==> config.mk <==
export PLATFORM = sky130hd
export DESIGN_NAME = bus_arbiter_rr
export DESIGN_NICKNAME = d
export VERILOG_FILES = /design/src/rtl/bus_pkg.sv /design/src/rtl/rr_priority_picker.sv /design/src/rtl/bus_arbiter_rr.sv
export SDC_FILE = /design/constraint.sdc
export NUM_CORES = 1
export LEC_CHECK = 0
export ABC_AREA = 1
export BUFFER_PORTS_ARGS = -buffer_cell sky130_fd_sc_hd__buf_2
export CAP_MARGIN = 20
export CORE_AREA = 2 2 39 41
export CTS_CLUSTER_SIZE = 24
export DETAILED_ROUTE_END_ITERATION = 16
export DIE_AREA = 0 0 41 43
export GPL_TIMING_DRIVEN = 0
export REMOVE_ABC_BUFFERS = 1
export SYNTH_ARGS = -nofsm -noshare
export SYNTH_HDL_FRONTEND = slang
export SYNTH_SLANG_ARGS = --single-unit
==> constraint.sdc <==
create_clock -name clk -period 1.47 [get_ports clk]
set_clock_uncertainty 0.2 [all_clocks]
set_input_delay 0.3675 -clock clk [delete_from_list [all_inputs] [get_ports clk]]
set_output_delay 0.3675 -clock clk [all_outputs]
set_load 0.05 [all_outputs]
==> src/rtl/bus_pkg.sv <==
// Shared definitions for the serial system bus: arbiter states, sizing helper
// and bus-wide constants.
package bus_pkg;

    typedef enum logic [1:0] {
        IDLE    = 2'd0,
        GRANT   = 2'd1,
        RELEASE = 2'd2
    } arb_state_t;

    localparam int ADDR_WIDTH           = 12;
    localparam int DATA_WIDTH           = 8;
    localparam int SLAVE_MEM_ADDR_WIDTH = 12;

    // ceil(log2(n)) with a floor of 1 so a select bus always has at least one bit
    function automatic int clog2(input int n);
        int r;
        r = 0;
        for (int i = 0; i < 31; i++) begin
            if ((1 << i) < n) r = i + 1;
        end
        return (r < 1) ? 1 : r;
    endfunction

endpackage

==> src/rtl/rr_priority_picker.sv <==
// Combinational round-robin picker: first set request after 'last', wrapping,
// with 'last' itself lowest priority.
module rr_priority_picker #(
    parameter int NUM_MASTERS = 2,
    parameter int SEL_W       = 1
) (
    input  logic [NUM_MASTERS-1:0] req,
    input  logic [SEL_W-1:0]       last,
    output logic                   valid,
    output logic [SEL_W-1:0]       idx
);

    logic [SEL_W-1:0] cand;

    // Scan from the farthest offset down so the nearest hit is the one kept.
    always_comb begin
        valid = 1'b0;
        idx   = '0;
        cand  = '0;
        for (int k = NUM_MASTERS; k >= 1; k--) begin
            cand = SEL_W'((int'(last) + k) % NUM_MASTERS);
            if (req[cand]) begin
                valid = 1'b1;
                idx   = cand;
            end
        end
    end

endmodule

==> src/rtl/bus_arbiter_rr.sv <==
// Round-robin bus arbiter holding ownership for a whole transaction, with a
// turnaround cycle between grants and an optional hold-time watchdog.
module bus_arbiter_rr
    import bus_pkg::*;
#(
    parameter int NUM_MASTERS    = 2,
    parameter int SEL_W          = clog2(NUM_MASTERS),
    parameter int TIMEOUT_CYCLES = 0,
    parameter int CNT_W          = 16
) (
    input  logic                   clk,
    input  logic                   rstn,
    input  logic [NUM_MASTERS-1:0] breq,
    output logic [NUM_MASTERS-1:0] bgrant,
    output logic [SEL_W-1:0]       msel,
    output logic                   bbusy,
    output logic                   timeout_evt
);

    localparam bit               WD_EN   = (TIMEOUT_CYCLES > 0);
    localparam logic [CNT_W-1:0] TO_LAST = WD_EN ? CNT_W'(TIMEOUT_CYCLES - 1) : '0;
    localparam logic [SEL_W-1:0] LAST_RST = SEL_W'(NUM_MASTERS - 1);

    arb_state_t             state, state_nx;
    logic [NUM_MASTERS-1:0] mask, mask_nx, eff_req, bgrant_nx;
    logic [SEL_W-1:0]       last_owner, last_nx, msel_nx, win_idx;
    logic [CNT_W-1:0]       cnt, cnt_nx;
    logic                   win_vld, bbusy_nx, tevt_nx;

    assign eff_req = breq & ~mask;

    rr_priority_picker #(
        .NUM_MASTERS(NUM_MASTERS),
        .SEL_W      (SEL_W)
    ) u_pick (
        .req  (eff_req),
        .last (last_owner),
        .valid(win_vld),
        .idx  (win_idx)
    );

    always_comb begin
        state_nx  = state;
        bgrant_nx = '0;
        msel_nx   = msel;
        bbusy_nx  = 1'b0;
        tevt_nx   = 1'b0;
        cnt_nx    = cnt;
        last_nx   = last_owner;
        // a master that lets go of breq is forgiven its timeout
        mask_nx   = mask & breq;
        case (state)
            IDLE, RELEASE: begin
                if (win_vld) begin
                    state_nx  = GRANT;
                    bgrant_nx = NUM_MASTERS'(1) << win_idx;
                    msel_nx   = win_idx;
                    bbusy_nx  = 1'b1;
                    cnt_nx    = '0;
                end else begin
                    state_nx = IDLE;
                end
            end
            GRANT: begin
                cnt_nx = (cnt == {CNT_W{1'b1}}) ? cnt : cnt + 1'b1;
                if (!breq[msel]) begin
                    state_nx = RELEASE;
                    last_nx  = msel;
                end else if (WD_EN && (cnt == TO_LAST)) begin
                    state_nx      = RELEASE;
                    tevt_nx       = 1'b1;
                    mask_nx[msel] = 1'b1;
                    last_nx       = msel;
                end else begin
                    bgrant_nx = bgrant;
                    bbusy_nx  = 1'b1;
                end
            end
            default: state_nx = IDLE;
        endcase
    end

    always_ff @(posedge clk or negedge rstn) begin
        if (!rstn) begin
            state       <= IDLE;
            bgrant      <= '0;
            msel        <= '0;
            bbusy       <= 1'b0;
            timeout_evt <= 1'b0;
            cnt         <= '0;
            mask        <= '0;
            last_owner  <= LAST_RST;
        end else begin
            state       <= state_nx;
            bgrant      <= bgrant_nx;
            msel        <= msel_nx;
            bbusy       <= bbusy_nx;
            timeout_evt <= tevt_nx;
            cnt         <= cnt_nx;
            mask        <= mask_nx;
            last_owner  <= last_nx;
        end
    end

endmodule

==> metrics.txt, run 1 <==
final setup margin ~0.046 ns; dpl ws ~0.22 ns; cell taking the most area after synthesis dfrtp_1; Total Neg Setup Slack 0 ns; largest net degree at the start of global routing 10; CP Launch Type register; Critical Path RT 0.90 ns; GPL Wtd Cong between 0.6 and 0.7; syn_area_per_cell between 8 and 9 sq um; Starting Density approximately 29%; Synth Instances 47; Remaining Overflow, GRT 0; total iterations of the first detailed-routing run 4; nets@finish 63; RSZ-0062 raised after global routing false; clock latency on the worst-skew pair ~0.25 ns; synthesized cell area 397 sq um; hold_sp breq[0]; Iteration-0 DRC Markers 1; VDD IR max about 520 uV; final WL 655 microns; fin crit share between 90% and 100%; TritonCTS buffer count 3; PD cells between 2000 and 2500 nW/um^2; Clock Sinks 9; WP buf/inv 1; crit path DAT ~0.86 ns; CP delay by family, top flip-flops; H-Tree Depth 1; class of the worst hold path in2reg; Max Cap Viol 0; Critical Path Fanout Max 5; DR vias around 300; Critical Path Max Stage Delay about 0.44 ns; drt via density a little over 4; Cell variety after synth 11; post-route ant nets 0; Die Height 43 microns; DR DRC count 0; Syn. warnings 0; Slowest cell on crit path dfrtp_2; final setup vio count 0; clk buf depth 2; register area share after synthesis between 50% and 60%; CP Class reg2out; reg2reg start last_owner; Root Driver clkbuf_4; Slew Viols, Final 0; FF+latch count, synth 9; gr usage total about a tenth; min Tclk post-route about 1.4 ns; Fin. Hold Viols 0; number of diodes 0; status finished, final reports clean; Fmax between 700 and 800 MHz; global-route wire length before repair roughly 1100 microns; Synth area leaders dfrtp_1, nand2_1, nand3_1; most common cell after layout, fill and taps aside nand2_1; post-synth top area share about half; hpwl dp ~500 microns; IO Pins 9; number of global-route vias before repair between 200 and 300; core area between 1000 and 1500 sq um; Die ar. approximately 1800 sq um; CTS tree done; area delta synth->final 24.3%; fraction of layout cells with a size suffix above 1 just under 30%; static leakage around 0.00029 uW; WL per Instance between 8 and 9 microns; Worst Setup SP msel; commonest cells after routing, fill and taps aside nand2_1, inv_1, nand3_1, dfrtp_1, clkbuf_4; Reg clk slew, reported paths 0.06 ns; Port Buffers 7; initial antenna violation count 0; Die Span X ~40 microns; CP endpoint kind output port; row cnt 14; CP Cell Sequence buf_6
[layout make-up]
type | count | area (sq um)
fillers | 152 | 891
flip-flops and latches | 9 | 228
multi-input cells | 29 | 133
repair buffers | 8 | 56.3
inverters | 8 | 30.0
clock buffers | 4 | 26.3
well taps | 16 | 20.0
[report_power, final]
group	switching [uW]	internal [uW]	total [uW]
sequential	56.1	347	403
combinational	343	137	480
clock	87.3	105	192
total	486	589	1070
[worst paths after layout]
kind                              endpoint  slack, ns  cells past startpoint
worst max-delay path                  msel       0.05                      1
worst min-delay path               mask[0]       0.14                      3
worst max register to register        msel       0.38                      3
worst min register to register  last_owner       0.27                      2
max in group asynchronous       last_owner       0.54                      2
min in group asynchronous         state[0]       0.28                      2
[metrics by stage]
stage / total power (uW) / instance area [sq um] / hold slack [ns] / std cells / utilization (%)
floorplan: 754 / 389 / -0.128 / 46 / -
global placement: 851 / 444 / 0.0266 / 69 / 32.1
detailed placement: 858 / 444 / 0.0293 / 69 / 32.1
CTS: 1070 / 487 / 0.132 / 74 / 35.2
global route: 1160 / 493 / 0.137 / 74 / 35.6
finish: 1070 / 493 / 0.142 / 74 / 35.6
[state kept, by name, indices dropped and copies added, names as in the netlist]
signal / count
bgrant: 2
mask: 2
state: 2
bbusy: 1
last_owner: 1
msel: 1
[synth_stat cells, drive strengths merged]
master and instances:
inv 8, dfstp 1, buf 1, nand3 7, dfrtp 8, conb 1
nor2 2, nand2 19
[cells by family (layout without fill, tap and decap cells)]
kind of cell	after synthesis	count (layout)	share of synthesized area, %
buffers and inverters	9	20	9.46
other	1	1	0.945
flip-flops	9	9	57.1
AND/OR/NAND/NOR	28	28	32.5
[per-layer routing]
metal | global-route usage [%] | routed length, microns | vias to the layer above
li1 | - | - | 161
met1 | 12.5 | 292 | 127
met2 | 13.4 | 318 | 8
met3 | 1.57 | 32 | 2
met4 | 8.00 | 12 | 0
met5 | 0 | 0 | -
[what timing repair did]
action	in CTS	in global routing
setup buffers	0	0
endpoints found under the setup margin	1	3
pin swaps	0	0
hold buffers	1	0
resized for setup	2	3
endpoints found under the hold margin	9	0
Power figures use the tool's default switching activity.
==> inputs of run 2 (changes only) <==
--- a/config.mk
+++ b/config.mk
@@ -13,6 +13,7 @@
 export DETAILED_ROUTE_END_ITERATION = 16
 export DIE_AREA = 0 0 41 43
 export GPL_TIMING_DRIVEN = 0
+export PLACE_DENSITY_LB_ADDON = 0.12
 export REMOVE_ABC_BUFFERS = 1
 export SYNTH_ARGS = -nofsm -noshare
 export SYNTH_HDL_FRONTEND = slang
==> run 2 against run 1 <==
  * Die area stayed put
  * First-iteration DRC count grew to 3.0 times the previous value
  * Via count is 2.7% higher
  * Cell count is 1.4% higher
  * Worst setup slack better by 0.0038 ns
  * Core utilization is 0.45 points higher
  * Critical path depth stayed put
  * Combinational power is 6.5% higher
  * Critical path type unchanged
==> metrics.txt, run 2 (synthesis results as in run 1) <==
core area around 1400 sq um; Slowest cell on crit path dfrtp_1; Iteration-0 DRC Markers 3; Die ar. ~1800 sq um; nets@finish 64; number of diodes 0; drt via density 4.08; CP endpoint kind output port; Critical Path Max Stage Delay around 0.38 ns; CP Launch Type register; H-Tree Depth 1; Total Neg Setup Slack 0 ns; most common cell after layout, fill and taps aside nand2_1; final setup vio count 0; CP Cell Sequence clkbuf_4; fraction of layout cells with a size suffix above 1 28.8%; Remaining Overflow, GRT 0; DR vias 306; clk buf depth 2; class of the worst hold path in2reg; biggest regs bgrant (2), mask (2), state (2); row cnt 14; gr usage total roughly a tenth; clock latency on the worst-skew pair approximately 0.26 ns; min Tclk post-route approximately 1.4 ns; CTS tree done; largest net degree at the start of global routing 10; Die Span X 41 microns; total iterations of the first detailed-routing run 3; fin crit share about 97%; Critical Path Fanout Max 2; Critical Path RT 0.90 ns; Max Cap Viol 0; number of global-route vias before repair between 200 and 300; Die Height between 40 and 50 microns; global-route wire length before repair 1170 microns; TritonCTS buffer count 3; RSZ-0062 raised after global routing false; crit path DAT 0.85 ns; CP Class reg2out; post-route ant nets 0; Clock Sinks 9; initial antenna violation count 0; IO Pins 9; Root Driver clkbuf_4; static leakage 0.000292 uW; VDD IR max roughly 650 uV; post-layout util between 30 and 40%; area delta synth->final 25.9%; DR DRC count 0; PD cells between 2000 and 2500 nW/um^2; WL per Instance roughly 9.1 microns; Reg clk slew, reported paths 0.06 ns; GPL Wtd Cong just under 0.8; Placed Instance Area between 400 and 500 sq um; CP delay by family, top flip-flops; WP buf/inv 1; Slew Viols, Final 0; commonest cells after routing, fill and taps aside nand2_1, dfrtp_1, inv_1, nand3_1, clkbuf_4; Starting Density 28.7%; Port Buffers 7; R2R Setup Slk 0.29 ns; Fin. Hold Viols 0; Fmax between 700 and 800 MHz; final WL 684 microns; hpwl dp ~530 microns; status finished, final reports clean; final instance area roughly 500 sq um
-- run 2: where the power goes --
group | total [uW] | internal (uW) | switching [uW]
registers | 392 | 344 | 48.2
clock network | 189 | 104 | 84.6
logic | 511 | 154 | 358
total | 1090 | 602 | 490
-- run 2: worst register-to-register path, stage by stage, from the launching register on --
cell     delay [ns]
dfrtp_1        0.41
buf_4          0.15
nand2_1        0.07
nand2_1        0.10
nand2_1        0.09
nand2_1        0.06
-- run 2: area by class of cell --
cell class                 count  area, sq um
multi-input combinational     29          133
fill                         150          885
tap                           16         20.0
timing repair buffer           9         63.8
inverter                       8         30.0
sequential                     9          226
clock buffer                   4         26.3
-- run 2: per-stage QoR --
step / hold slack (ns) / worst slack (ns) / cells / power (uW)
after global placement: 0.0352 / 0.221 / 69 / 861
after CTS: 0.138 / 0.0180 / 74 / 1080
after floorplan: -0.128 / 0.159 / 46 / 754
after global routing: 0.151 / 0.00809 / 75 / 1180
after detailed placement: 0.0317 / 0.240 / 69 / 861
final: 0.145 / 0.0501 / 75 / 1090
-- run 2: layer usage --
layer	up-vias	part of all wire (%)	global-route usage, %
met5	-	0	0
met4	0	0	2.00
met3	0	9.2	7.85
met2	11	42	13.1
met1	134	48	13.8
li1	161	-	-
-- run 2: worst paths after layout --
check,startpoint,endpoint,cells past startpoint
setup / recovery,bgrant[0],bgrant[0],1
setup reg to reg,msel,state[0],5
max in group asynchronous,rstn,last_owner,2
hold reg to reg,mask[0],mask[0],2
hold / removal,breq[1],mask[1],3
min in group asynchronous,rstn,bbusy,2
-- run 2: repair_timing --
action / 4_1_cts / 5_1_grt
buffers inserted: 0 / 1
gates resized for setup: 2 / 2
hold endpoints to repair: 9 / 0
endpoints found under the setup margin: 1 / 3
hold buffers: 1 / 0
==> inputs of run 3 (changes only) <==
--- a/config.mk
+++ b/config.mk
@@ -13,7 +13,7 @@
 export DETAILED_ROUTE_END_ITERATION = 16
 export DIE_AREA = 0 0 41 43
 export GPL_TIMING_DRIVEN = 0
-export PLACE_DENSITY_LB_ADDON = 0.12
+export PLACE_DENSITY_LB_ADDON = 0.1
 export REMOVE_ABC_BUFFERS = 1
 export SYNTH_ARGS = -nofsm -noshare
 export SYNTH_HDL_FRONTEND = slang
==> run 3 against run 2 <==
  * Register-to-register slack better by 0.09 ns
  * Global-route usage grew 0.71 points
  * Via count decreased by 2.6%
  * Total power down 1.9%
  * Flip-flop and latch count stayed put
  * Hold slack is essentially flat
  * Final area is 1.3% lower
  * Combinational power is 5.9% lower
  * Sequential share of layout area grew 0.83 points
  * Largest power group unchanged
==> metrics.txt, run 3 (synthesis results as in run 1) <==
min Tclk post-route between 1 and 1.5 ns; crit path DAT around 0.86 ns; static leakage about 0.00029 uW; fill count 151; gr usage total 11.0%; R2R Setup Slk between 0.3 and 0.4 ns; Starting Density between 20% and 30%; Die Span X just over 40 microns; largest net degree at the start of global routing 10; area delta synth->final 24.3%; WP buf/inv 1; Root Driver clkbuf_4; hpwl dp ~550 microns; core area 1380 sq um; Slew Viols, Final 0; Max Cap Viol 0; initial antenna violation count 0; final WL between 700 and 800 microns; Fmax between 700 and 800 MHz; Total Power ~1100 uW; H-Tree Depth 1; VDD IR max about 580 uV; Fin. Hold Viols 0; Die Height between 40 and 50 microns; Reg clk slew, reported paths around 0.060 ns; worst reg2reg path depth 3; most common cell after layout, fill and taps aside nand2_1; row cnt 14; final setup vio count 0; Critical Path RT approximately 0.9 ns; Placed Instance Area 444 sq um; PD cells 2170 nW/um^2; hold_sp breq[1]; status finished, final reports clean; drt via density ~4.0; WL per Instance 9.53 microns; Slowest cell on crit path dfrtp_2; number of diodes 0; Total Neg Setup Slack 0 ns; number of global-route vias before repair ~310; CTS tree done; reg2reg start last_owner; DR DRC count 0; DR vias 298; fraction of layout cells with a size suffix above 1 slightly below 30%; clk buf depth 2; CP endpoint kind output port; nets@finish 63; GPL Wtd Cong around 0.74; class of the worst hold path in2reg; TritonCTS buffer count 3; RSZ-0062 raised after global routing false; fin crit share 97.0%; post-CTS setup buffer count 0; CP delay by family, top flip-flops; total iterations of the first detailed-routing run 4; Critical Path Fanout Max 5; Die ar. around 1800 sq um; CP Cell Sequence buf_6; final instance area a little under 500 sq um; global-route wire length before repair 1250 microns; Port Buffers 7; commonest cells after routing, fill and taps aside nand2_1, inv_1, nand3_1, dfrtp_1, clkbuf_4; biggest regs bgrant (2), mask (2), state (2); post-route ant nets 0; CP Launch Type register; IO Pins 9; clock latency on the worst-skew pair 0.26 ns; r2r endpoint msel; Endpoint, Worst Hold mask[1]; Clock Sinks 9; CP Class reg2out; Iteration-0 DRC Markers 4; worst hold path depth 3; Remaining Overflow, GRT 0; Critical Path Max Stage Delay 0.44 ns
==> run 3: cell types whose count changed in the layout (fill, tap and decap cells not counted), sizes merged <==
cell,before,now
buf,6,5
==> run 3: what timing repair did <==
| item | 4_1_cts | 5_1_grt |
|---|---|---|
| pin swaps | 0 | 0 |
| hold buffers | 1 | 0 |
| endpoints found under the hold margin | 9 | 0 |
| setup endpoints to repair | 1 | 3 |
| gates resized for setup | 2 | 3 |
==> run 3: stage by stage <==
step | utilization [%] | hold slack [ns] | setup slack, ns | std cells
final | 35.6 | 0.145 | 0.0444 | 74
after global routing | 35.6 | 0.161 | 0.00444 | 74
after CTS | 35.2 | 0.135 | 0.0104 | 74
after detailed placement | 32.1 | 0.0345 | 0.229 | 69
after global placement | 32.1 | 0.0327 | 0.229 | 69
after floorplan | - | -0.128 | 0.159 | 46
==> run 3: how the worst max path moves through the flow <==
| stage | slack (ns) | start | to | cells after the start |
|---|---|---|---|---|
| 3_3_place_gp | 0.23 | msel | msel | 1 |
| 4_1_cts | 0.01 | msel | msel | 1 |
| 5_1_grt | 0.004 | bgrant[1] | bgrant[1] | 1 |
| 2_1_floorplan | 0.16 | msel | bbusy | 5 |
| 3_5_place_dp | 0.23 | msel | msel | 1 |
| 6_report | 0.04 | msel | msel | 1 |
==> run 3: area by class of cell <==
class                           instances  area (sq um)  area share [%]
Clock buffer                            4          26.3            5.33
Inverter                                8          30.0            6.09
Multi-Input combinational cell         29           133            26.9
Sequential cell                         9           228            46.2
Tap cell                               16          20.0            4.06
Timing Repair Buffer                    8          56.3            11.4
==> run 3: power by group <==
group          internal [uW]  switching (uW)  leakage [uW]
logic                    137             343      0.000159
registers                347            55.4      0.000112
clock network            105            85.0     0.0000150
==> run 3: per-layer routing <==
| metal | up-vias | GRT usage (%) | routed length [microns] |
|---|---|---|---|
| met3 | 2 | 4.71 | 45 |
| met2 | 8 | 14.1 | 303 |
| li1 | 161 | - | - |
| met1 | 127 | 14.1 | 347 |
| met4 | 0 | 8.00 | 8 |
| met5 | - | 0 | 0 |
